$ cat src/rtl/fetch_pkg.sv
// Shared definitions for the instruction fetch stage: datapath widths and
// the {pc, instruction} record that travels from fetch to decode.
package fetch_pkg;

    localparam int XLEN        = 64;
    localparam int ILEN        = 32;
    localparam int INSTR_BYTES = 4;

    typedef struct packed {
        logic [XLEN-1:0] pc;
        logic [ILEN-1:0] instr;
    } fetch_entry_t;

endpackage : fetch_pkg

$ cat src/rtl/fetch_fifo.sv
// Small circular FIFO holding fetched {pc, instruction} entries until decode
// accepts them. A flush empties it in one edge and overrides enq/deq.
module fetch_fifo
    import fetch_pkg::*;
#(
    parameter int  DEPTH   = 2,
    parameter type entry_t = fetch_entry_t
) (
    input  logic   clk,
    input  logic   reset,
    input  logic   flush,
    input  logic   enq,
    input  entry_t enq_data,
    input  logic   deq,
    output entry_t head,
    output logic   valid,
    output logic   full
);

    localparam int PTR_W = $clog2(DEPTH);
    localparam int CNT_W = $clog2(DEPTH + 1);

    entry_t             mem_q [DEPTH];
    entry_t             mem_d [DEPTH];
    logic [PTR_W-1:0]   rd_ptr_q, rd_ptr_d;
    logic [PTR_W-1:0]   wr_ptr_q, wr_ptr_d;
    logic [CNT_W-1:0]   count_q, count_d;
    logic               do_enq;
    logic               do_deq;

    // Status flags and head entry; the head reads as zero while empty.
    always_comb begin
        valid = (count_q != '0);
        full  = (count_q == CNT_W'(DEPTH));
        head  = valid ? mem_q[rd_ptr_q] : '0;
    end

    // Qualify requests: a full FIFO only accepts a write when the head is
    // leaving in the same cycle, so the freed slot can be refilled at once.
    always_comb begin
        do_deq = deq & valid & ~flush;
        do_enq = enq & (~full | do_deq) & ~flush;
    end

    // Next-state for storage, pointers and occupancy.
    always_comb begin
        mem_d    = mem_q;
        rd_ptr_d = rd_ptr_q;
        wr_ptr_d = wr_ptr_q;
        count_d  = count_q;
        if (flush) begin
            rd_ptr_d = '0;
            wr_ptr_d = '0;
            count_d  = '0;
        end else begin
            if (do_enq) begin
                mem_d[wr_ptr_q] = enq_data;
                wr_ptr_d        = wr_ptr_q + PTR_W'(1);
            end
            if (do_deq) begin
                rd_ptr_d = rd_ptr_q + PTR_W'(1);
            end
            case ({do_enq, do_deq})
                2'b10:   count_d = count_q + CNT_W'(1);
                2'b01:   count_d = count_q - CNT_W'(1);
                default: count_d = count_q;
            endcase
        end
    end

    // State registers; reset empties the FIFO immediately.
    always_ff @(posedge clk or posedge reset) begin
        if (reset) begin
            for (int i = 0; i < DEPTH; i++) begin
                mem_q[i] <= '0;
            end
            rd_ptr_q <= '0;
            wr_ptr_q <= '0;
            count_q  <= '0;
        end else begin
            mem_q    <= mem_d;
            rd_ptr_q <= rd_ptr_d;
            wr_ptr_q <= wr_ptr_d;
            count_q  <= count_d;
        end
    end

endmodule : fetch_fifo

$ cat src/rtl/instruction_fetch.sv
// Fetch stage: owns the program counter, reads Instruction_Memory
// combinationally at Inst_Address, queues {pc, instruction} in a small FIFO
// and hands entries to decode over valid/ready. A redirect from execute
// flushes everything in flight and restarts at the (word-aligned) target.
module instruction_fetch #(
    parameter int              XLEN     = fetch_pkg::XLEN,
    parameter int              ILEN     = fetch_pkg::ILEN,
    parameter int              DEPTH    = 2,
    parameter logic [XLEN-1:0] RESET_PC = '0
) (
    input  logic            clk,
    input  logic            reset,
    output logic [XLEN-1:0] Inst_Address,
    input  logic [ILEN-1:0] Instruction,
    input  logic            redirect,
    input  logic [XLEN-1:0] redirect_target,
    output logic            out_valid,
    input  logic            out_ready,
    output logic [XLEN-1:0] out_pc,
    output logic [ILEN-1:0] out_instr,
    output logic            misaligned
);

    import fetch_pkg::*;

    typedef struct packed {
        logic [XLEN-1:0] pc;
        logic [ILEN-1:0] instr;
    } entry_t;

    logic [XLEN-1:0] pc_q, pc_d;
    logic            misaligned_q, misaligned_d;
    logic            fifo_valid;
    logic            fifo_full;
    logic            enq;
    logic            deq;
    entry_t          wr_entry;
    entry_t          head;

    fetch_fifo #(
        .DEPTH   (DEPTH),
        .entry_t (entry_t)
    ) u_fifo (
        .clk      (clk),
        .reset    (reset),
        .flush    (redirect),
        .enq      (enq),
        .enq_data (wr_entry),
        .deq      (deq),
        .head     (head),
        .valid    (fifo_valid),
        .full     (fifo_full)
    );

    // Handshake: a redirect hides the head so decode never consumes a
    // wrong-path instruction, and blocks fetching in the same cycle.
    always_comb begin
        out_valid = fifo_valid & ~redirect;
        deq       = out_valid & out_ready;
        enq       = ~redirect & (~fifo_full | deq);
        wr_entry  = '{pc: pc_q, instr: Instruction};
    end

    // Next PC: redirect wins, otherwise advance only when a fetch lands so
    // the address stays stable under backpressure.
    always_comb begin
        pc_d         = pc_q;
        misaligned_d = 1'b0;
        if (redirect) begin
            pc_d         = {redirect_target[XLEN-1:2], 2'b00};
            misaligned_d = (redirect_target[1:0] != 2'b00);
        end else if (enq) begin
            pc_d = pc_q + XLEN'(INSTR_BYTES);
        end
    end

    // PC and misaligned-target flag registers.
    always_ff @(posedge clk or posedge reset) begin
        if (reset) begin
            pc_q         <= RESET_PC;
            misaligned_q <= 1'b0;
        end else begin
            pc_q         <= pc_d;
            misaligned_q <= misaligned_d;
        end
    end

    // Output wiring.
    always_comb begin
        Inst_Address = pc_q;
        out_pc       = head.pc;
        out_instr    = head.instr;
        misaligned   = misaligned_q;
    end

endmodule : instruction_fetch

$ cat config.mk
export PLATFORM = sky130hd
export DESIGN_NAME = instruction_fetch
export DESIGN_NICKNAME = d
export VERILOG_FILES = /design/src/rtl/fetch_pkg.sv /design/src/rtl/fetch_fifo.sv /design/src/rtl/instruction_fetch.sv
export SDC_FILE = /design/constraint.sdc
export NUM_CORES = 1
export LEC_CHECK = 0
export CAP_MARGIN = 25
export CORE_ASPECT_RATIO = 1.4
export CORE_MARGIN = 1
export CORE_UTILIZATION = 56
export CTS_CLUSTER_SIZE = 28
export DETAILED_ROUTE_END_ITERATION = 16
export HOLD_SLACK_MARGIN = 0.05
export PLACE_DENSITY = 0.86
export SKIP_CTS_REPAIR_TIMING = 1
export SYNTH_ARGS = -nofsm -noshare
export SYNTH_HDL_FRONTEND = slang
export SYNTH_SLANG_ARGS = --single-unit
export TNS_END_PERCENT = 100
$ cat constraint.sdc
create_clock -name clk -period 18.5 [get_ports clk]
set_clock_uncertainty 0.05 [all_clocks]
set_input_delay 4.625 -clock clk [delete_from_list [all_inputs] [get_ports clk]]
set_output_delay 4.625 -clock clk [all_outputs]
set_load 0.02 [all_outputs]
# [Word-level counts from Yosys, hierarchy flattened]
# Cells that the tools add are included.
[word_totals] latch_bits=0 mem_count=0 ramBits=0 in_bits=100 out_inout_bits=162 elab_cells=57 regBits=261 rom_bits=0
[op_classes] add_sub_neg=5 n_shift=0 mux=16 reduce_logical=8 bitwise_logic=13 n_mul=0 n_eq_ne=3 div=0 order_cmp=3
[op_table] cell="96-bit two-way mux" n=5
[op_table] cell="192-bit bitwise mux" n=1
[op_table] cell="64-bit two-way mux" n=2
[op_table] cell="96-bit demux with 1-bit select" n=1
[op_table] cell="64-bit by 3-bit adder with 64-bit output, second input constant" n=1
[op_table] cell="2-bit nonzero test" n=5
[op_table] cell="1-bit AND" n=7
[op_table] cell="1-bit two-way mux" n=5
[op_table] cell="2-bit == test, second input constant" n=2
[op_table] cell="2-bit >= comparator, second input constant" n=2
[op_table] cell="1-bit inverter with 2-bit output" n=2
[op_table] cell="2-bit case mux with 2 select lines" n=1
[op_table] cell="3-bit nonzero test" n=1
[op_table] cell="1-bit adder, second input constant" n=2
[op_table] cell="2-bit by 1-bit adder with 2-bit output, second input constant" n=1
[op_table] cell="2-bit by 1-bit == test with 1-bit output, second input constant" n=1
[op_table] cell="2-bit by 1-bit less-than comparator with 1-bit output, second input constant" n=1
[op_table] cell="2-bit two-way mux" n=1
[op_table] cell="1-bit inverter" n=2
[op_table] cell="1-bit bitwise OR" n=2
[op_table] cell="2-bit AND reduction" n=1
[op_table] cell="2-bit by 1-bit subtractor with 2-bit output, second input constant" n=1
[op_table] cell="1-bit logical AND" n=1

# [Depth between registers and ports, before layout]
# Gate-level depths: netlist of run 1.
[logic_depth] depth_word=11 ltp_mapped=11 ltp_nobuf=7

# [Modules after synthesis]
# Synthesis of run 1 repeated with hierarchy kept, for this count alone.
[unflattened] cells_unflattened=1090 area_unflattened_um2=12669.7
[modules_own_cells] module="fetch_fifo" area_per_inst_um2=8869.8 seq_area_each_um2=4904.7 instances=1 cells_per_inst=649
[modules_own_cells] module="instruction_fetch" area_per_inst_um2=3799.9 seq_area_each_um2=1576.5 instances=1 cells_per_inst=441

# [Worst setup path after synthesis of run 1]
# No wires, ideal clock.
[synth_timing] kind="input to output" start="in redirect" end="out out_valid" required_ps=13825 path_stages=4 path_slack_ps=8235 t_arrival_ps=5590 n_path_buf=3 path_cell_list="clkbuf_1 clkbuf_1 buf_1 nor2_1"
[synth_via] elab_chain_len=2
[synth_lines] item="from (decl)" line_no="instruction_fetch.sv:15" text="input logic redirect,"
[synth_lines] item="1-bit inverter (no line)"
[synth_lines] item="1-bit AND" line_no="instruction_fetch.sv:58" text="out_valid = fifo_valid & ~redirect;"
[synth_lines] item="to (decl)" line_no="instruction_fetch.sv:17" text="output logic out_valid,"
# No other way between the ends.

# [Worst setup path after layout of run 1]
# Ends and elaborated chain as after synthesis.

==> results.toml, run 1 <==
[logic_synthesis]
synth_edf_count = 0
area_share_of_the_leading_cell_type_in_the_synthesized_netlist_pct = 51.0
synth_largest_area_cell = "sky130_fd_sc_hd__dfrtp_1"
syn-mean-instance-area_um2 = 11.4
asyncSetResetFlopFracSynth_pct = 100
synth_most_common_cell = "sky130_fd_sc_hd__dfrtp_1"
post_synth_num_cell_types = 49
synth_area_leaders = "sky130_fd_sc_hd__dfrtp_1 (51%), sky130_fd_sc_hd__mux2_2 (18%), sky130_fd_sc_hd__mux2i_1 (7.6%), sky130_fd_sc_hd__nor2_1 (3.8%), sky130_fd_sc_hd__nand4_1 (1.9%)"
ys_warn_count = 0
post_synth_inst_count = 1101
synth-seq-area-share_pct = 51.0
ys_seq_elements = 255
synth.cells.most_frequent = "sky130_fd_sc_hd__dfrtp_1 (255), sky130_fd_sc_hd__mux2_2 (195), sky130_fd_sc_hd__nor2_1 (127)"
synthFlopType = "sky130_fd_sc_hd__dfrtp_1"
syn-cell-area_um2 = 12500

[floorplanning]
die_area_um2 = 22900
placeableCoreArea_um2 = 21900
chipHeight_um = 179
row_count = 64
start_util_pct = 57.2
die-width_um = 128
design.portCount = 262

[pwr]
power_leakage_nw = 6.29
vdd_drop_max_mv = 0.109
power_density_nw_per_um2 = 154

[detailed_routing]
drtPass1Iterations = 5
antenna_left = 0
drc_errors = 0
detail_route.wirelength_mm = 32.1
route.detailed.wl_per_inst_um = 19.6
dr_total_vias = 9601
viasPerCell = 5.86
first_iter_violations = 581

[timing]
finalSetupTns_ns = 0
fin_crit_period_ns = 10.36
timing_worst_slew_pin_value_ns = 0.998
fmax_mhz = 96.6
post-route-period-util_pct = 56.0
slew_headroom_pct = 32.8
setup_ws_ns = 8.14
timing.final.hold_violations = 0
report.final.slew_viol_count = 0
rsz0062_at_grt = "no"
setup_viol = 0

[min_path]
worstHoldStart = "u_fifo.mem_q[161]"
hold_path.class = "flop to flop"
hold_path_depth = 1
hold_end = "u_fifo.mem_q[161]"

[setup_path]
r2r_end = "Inst_Address[60]"
worstPathBufferInverterCount = 2
timing_worst_setup_path_type = "primary input to output port"
ff2ff_path_depth = 7
crit_path_cell_trace = "buf_2, nor2_1, clkdlybuf4s50_1"
critical-path-max-stage-delay_ns = 0.56
ff2ff_setup_slack_ns = 15.12
critical_path_cell_with_the_highest_stage_delay = "sky130_fd_sc_hd__clkdlybuf4s50_1"
required_ns = 13.83
critical_path_peak_fanout = 23
timing.critical_path.from_type = "primary input"
regToRegStartpoint = "u_fifo.count_q[0]"
cp.arrival_ns = 5.68
setup.worst_path.end_class = "output port"
critical-path-top-delay-family = "buffers and inverters"

[cts]
cts_inserted_buffers = 24
sink_count_of_the_clock_tree = 255
clock_tree_from_tritoncts = "yes"
clock_tree.htree_level_count = 1
clk_root_buffer_cell = "sky130_fd_sc_hd__clkbuf_16"
cts_max_path_buffers = 3
clock_latency_ns = 0.52
path_clk_slew_ns = 0.06

[grt]
grt_pass1_wl_mm = 50.7
grt_use_total_pct = 28.2
grt_start_max_net_pins = 108
grt_remaining_overflow = 0
grt_antenna_before_repair = 0
via_count_of_the_first_global_routing_pass = 9635

[run]
max_cap_violations = 0

[place]
buffer_ports.inserted = 257
dpl_worst_slack_ns = 8.14
dp_cells = 1593
gpl.final_weighted_congestion = 0.862
hpwl_mm = 21.6
post_dp_cell_area_um2 = 15200

[layout]
syn2layout_area_growth_pct = 28.2
fillerInstances = 1530
num_antenna_cells = 0
layoutNonFillerInstCount = 1637
layout.nets = 1427
area.sequential_um2 = 6380
footprint_of_the_multi_input_gates_um2 = 5770
finalInstanceArea_um2 = 16000
post_route_cells_drive_above_1_share_pct = 19.3

[run_status]
status = "finished, final reports clean"
-- registers in the layout (all words and copies together) (netlist names) --
| register | cells |
|---|---|
| u_fifo.mem_q | 188 |
| Inst_Address | 62 |
| u_fifo.count_q | 2 |
| misaligned | 1 |
| u_fifo.rd_ptr_q | 1 |
| u_fifo.wr_ptr_q | 1 |
-- layout by cell type, fill, tap and decap left out, drive strengths merged, types with 2 or more instances in the layout --
cell type,synthesis,routed
o211ai,3,3
a41oi,2,2
dfrtp,255,255
a211oi,5,5
buf,34,13
clkdlybuf4s50,0,256
or3b,2,2
and3,8,8
and4,7,7
o21ai,41,41
nand4,39,39
clkbuf,41,34
or3,6,6
mux2,195,195
ha,3,3
a21oi,8,8
xor2,18,18
or4,16,16
nor4,9,9
nor3,15,15
and2,10,10
xnor2,18,18
nand3,30,30
nor2,127,127
o41ai,3,3
nand2,59,59
inv,14,14
clkinv,0,6
a2111oi,4,4
a31oi,16,16
conb,1,4
mux2i,95,95
o31ai,10,10
-- worst max path at each step --
stage | end | startpoint | cells past startpoint
after floorplan | Inst_Address[10] | reset | 1
after global placement | out_valid | redirect | 3
after global routing | out_valid | redirect | 3
after detailed placement | out_valid | redirect | 3
final | out_valid | redirect | 3
after CTS | out_valid | redirect | 3
-- routing by layer --
metal,share of wire (%),global-route usage [%]
met4,4.1,13.1
met3,6.8,4.95
met2,50,48.4
met5,0,0
met1,39,34.3
-- report_power, final --
group / total (W) / leakage (nW) / internal [W] / switching (W)
clock: 0.000479 / 0.374 / 0.000273 / 0.000206
sequential: 0.000932 / 3.02 / 0.000782 / 0.000151
combinational: 0.00106 / 2.90 / 0.000548 / 0.000511
total: 0.00247 / 6.29 / 0.00160 / 0.000868
-- per-stage QoR --
stage	hold slack, ns	power, W	utilization, %
floorplan	0.430	0.00159	-
global placement	0.437	0.00196	69.7
detailed placement	0.444	0.00200	69.7
CTS	0.459	0.00248	73.1
global route	0.461	0.00260	73.4
finish	0.455	0.00247	73.4
-- logic make-up after synthesis --
family / count (synthesis) / share of synthesized area, %
compound gates: 95 / 4.76
xor+xnor: 36 / 2.52
fa+ha+maj: 3 / 0.300
buf+inv: 89 / 3.07
flops: 255 / 51.0
mux: 290 / 25.2
other cells: 1 / 0.0300
simple gates: 332 / 13.1
-- cell type report --
cell class	instances	share of cell area, %
clock buffers	34	4.30
multi-input cells	760	36.0
repair buffers	269	16.8
clock inverters	8	0.421
well taps	297	2.32
inverters	14	0.374
flip-flops and latches	255	39.8
Note: power is estimated with default switching activity, not from simulation.
==> run 2, diff against run 1 <==
CORE_UTILIZATION = 47   (was 56)
PLACE_DENSITY = 0.77   (was 0.86)
clock period = 9.3 ns   (was 18.5 ns; I/O delays follow)
==> run 2 against run 1 <==
Combinational power up 100%. Wire length up 2.6%. Cell area up 1.1%. Non-clock buffer count up 1. Setup slack worse by 4.4 ns. Largest power group unchanged. Highest routed layer unchanged.
==> results.toml, run 2 (synthesized netlist as in run 1, its figures left out) <==
[run_status]
status = "finished, final reports clean"

[grt]
grt_start_max_net_pins = 121
grt_antenna_before_repair = 4
grt_use_total_pct = 24.2
grt_pass1_wl_mm = 52.4
grt_remaining_overflow = 0
via_count_of_the_first_global_routing_pass = 9615

[floorplanning]
design.portCount = 262
die_area_um2 = 27300
start_util_pct = 47.9
die-width_um = 140
row_count = 70
placeableCoreArea_um2 = 26100
chipHeight_um = 195

[detailed_routing]
detail_route.wirelength_mm = 33.0
first_iter_violations = 619
antenna_left = 0
drc_errors = 0
drtPass1Iterations = 5
route.detailed.wl_per_inst_um = 19.7
dr_total_vias = 9530
viasPerCell = 5.70

[setup_path]
ff2ff_setup_slack_ns = 5.97
regToRegStartpoint = "u_fifo.count_q[0]"
critical_path_peak_fanout = 3
cp.arrival_ns = 3.19
setup.worst_path.end_class = "output port"
timing.critical_path.from_type = "primary input"
required_ns = 6.93
r2r_end = "Inst_Address[49]"
ff2ff_path_depth = 8
timing_worst_setup_path_type = "primary input to output port"

[place]
dpl_worst_slack_ns = 3.73
gpl.final_weighted_congestion = 0.838
buffer_ports.inserted = 257
hpwl_mm = 22.3
post_dp_cell_area_um2 = 15300

[timing]
fmax_mhz = 180
report.final.slew_viol_count = 0
slew_headroom_pct = 27.2
finalSetupTns_ns = 0
setup_ws_ns = 3.73
setup_viol = 0
timing.final.hold_violations = 0
rsz0062_at_grt = "no"
fin_crit_period_ns = 5.57
timing_worst_slew_pin_value_ns = 1.08
post-route-period-util_pct = 59.9

[layout]
commonest_non_fill_non_tap_cells_in_the_layout = "sky130_fd_sc_hd__clkdlybuf4s50_1 (256), sky130_fd_sc_hd__dfrtp_1 (254), sky130_fd_sc_hd__mux2_2 (195), sky130_fd_sc_hd__nor2_1 (127), sky130_fd_sc_hd__mux2i_1 (95)"
fillerInstances = 2127
footprint_of_the_multi_input_gates_um2 = 5770
syn2layout_area_growth_pct = 29.6
area.sequential_um2 = 6380
post_route_cells_drive_above_1_share_pct = 19.8
layout.nets = 1429
top_register = "u_fifo.mem_q"
largest_register_ff_count = 188
mostFrequentLayoutCell = "sky130_fd_sc_hd__clkdlybuf4s50_1"
finalInstanceArea_um2 = 16200
final_core_util_pct = 62.1

[cts]
path_clk_slew_ns = 0.06
clock_tree.htree_level_count = 1
clk_root_buffer_cell = "sky130_fd_sc_hd__clkbuf_16"
cts_inserted_buffers = 25
clock_latency_ns = 0.53
cts_max_path_buffers = 3
sink_count_of_the_clock_tree = 255
clock_tree_from_tritoncts = "yes"

[pwr]
power_leakage_nw = 6.35
power_density_nw_per_um2 = 310
vdd_drop_max_mv = 0.158

[min_path]
hold_path_depth = 1
hold_end = "u_fifo.mem_q[12]"
hold_path.class = "flop to flop"
worstHoldStart = "u_fifo.mem_q[12]"

[run]
max_cap_violations = 0
==> run 2: layout make-up <==
class	instances	share of cell area (%)
diodes	4	0.0618
clock buffers	34	4.44
clock inverters	11	0.865
inverters	14	0.347
multi-input cells	760	35.6
flip-flops and latches	255	39.4
well taps	324	2.50
repair buffers	270	16.8
==> run 2: stage by stage <==
stage,total power [W],hold slack (ns),instances
CTS,0.00506,0.459,1666
floorplan,0.00316,0.430,1104
detailed placement,0.00398,0.445,1621
global route,0.00530,0.464,1672
finish,0.00502,0.455,1672
global placement,0.00392,0.438,1621
==> run 2: critical path: stages <==
cell and delay (ns):
sky130_fd_sc_hd__buf_2 0.14, sky130_fd_sc_hd__nor2_1 0.10, sky130_fd_sc_hd__clkdlybuf4s50_1 0.63
==> run 2: where the power goes <==
part / internal [W] / switching (W) / leakage (nW) / total, W
combinational: 0.00110 / 0.00103 / 2.91 / 0.00213
sequential: 0.00156 / 0.000286 / 3.02 / 0.00184
clock: 0.000625 / 0.000428 / 0.426 / 0.00105
total: 0.00328 / 0.00174 / 6.35 / 0.00502
==> run 2: how the worst max path moves through the flow <==
stage | start | end | depth (start not counted)
after detailed placement | redirect | out_valid | 3
after global placement | redirect | out_valid | 3
after CTS | u_fifo.rd_ptr_q | out_pc[50] | 4
after floorplan | reset | Inst_Address[10] | 1
after global routing | u_fifo.rd_ptr_q | out_pc[50] | 5
final | redirect | out_valid | 3
==> run 2: routing by layer <==
metal	wire length, um	up-vias	share of wire (%)	GRT usage (%)
met5	0	-	0	0
li1	-	4396	-	-
met4	1080	0	3.3	9.89
met1	13400	4769	41	30.0
met2	16900	303	51	42.5
met3	1530	62	4.7	3.09
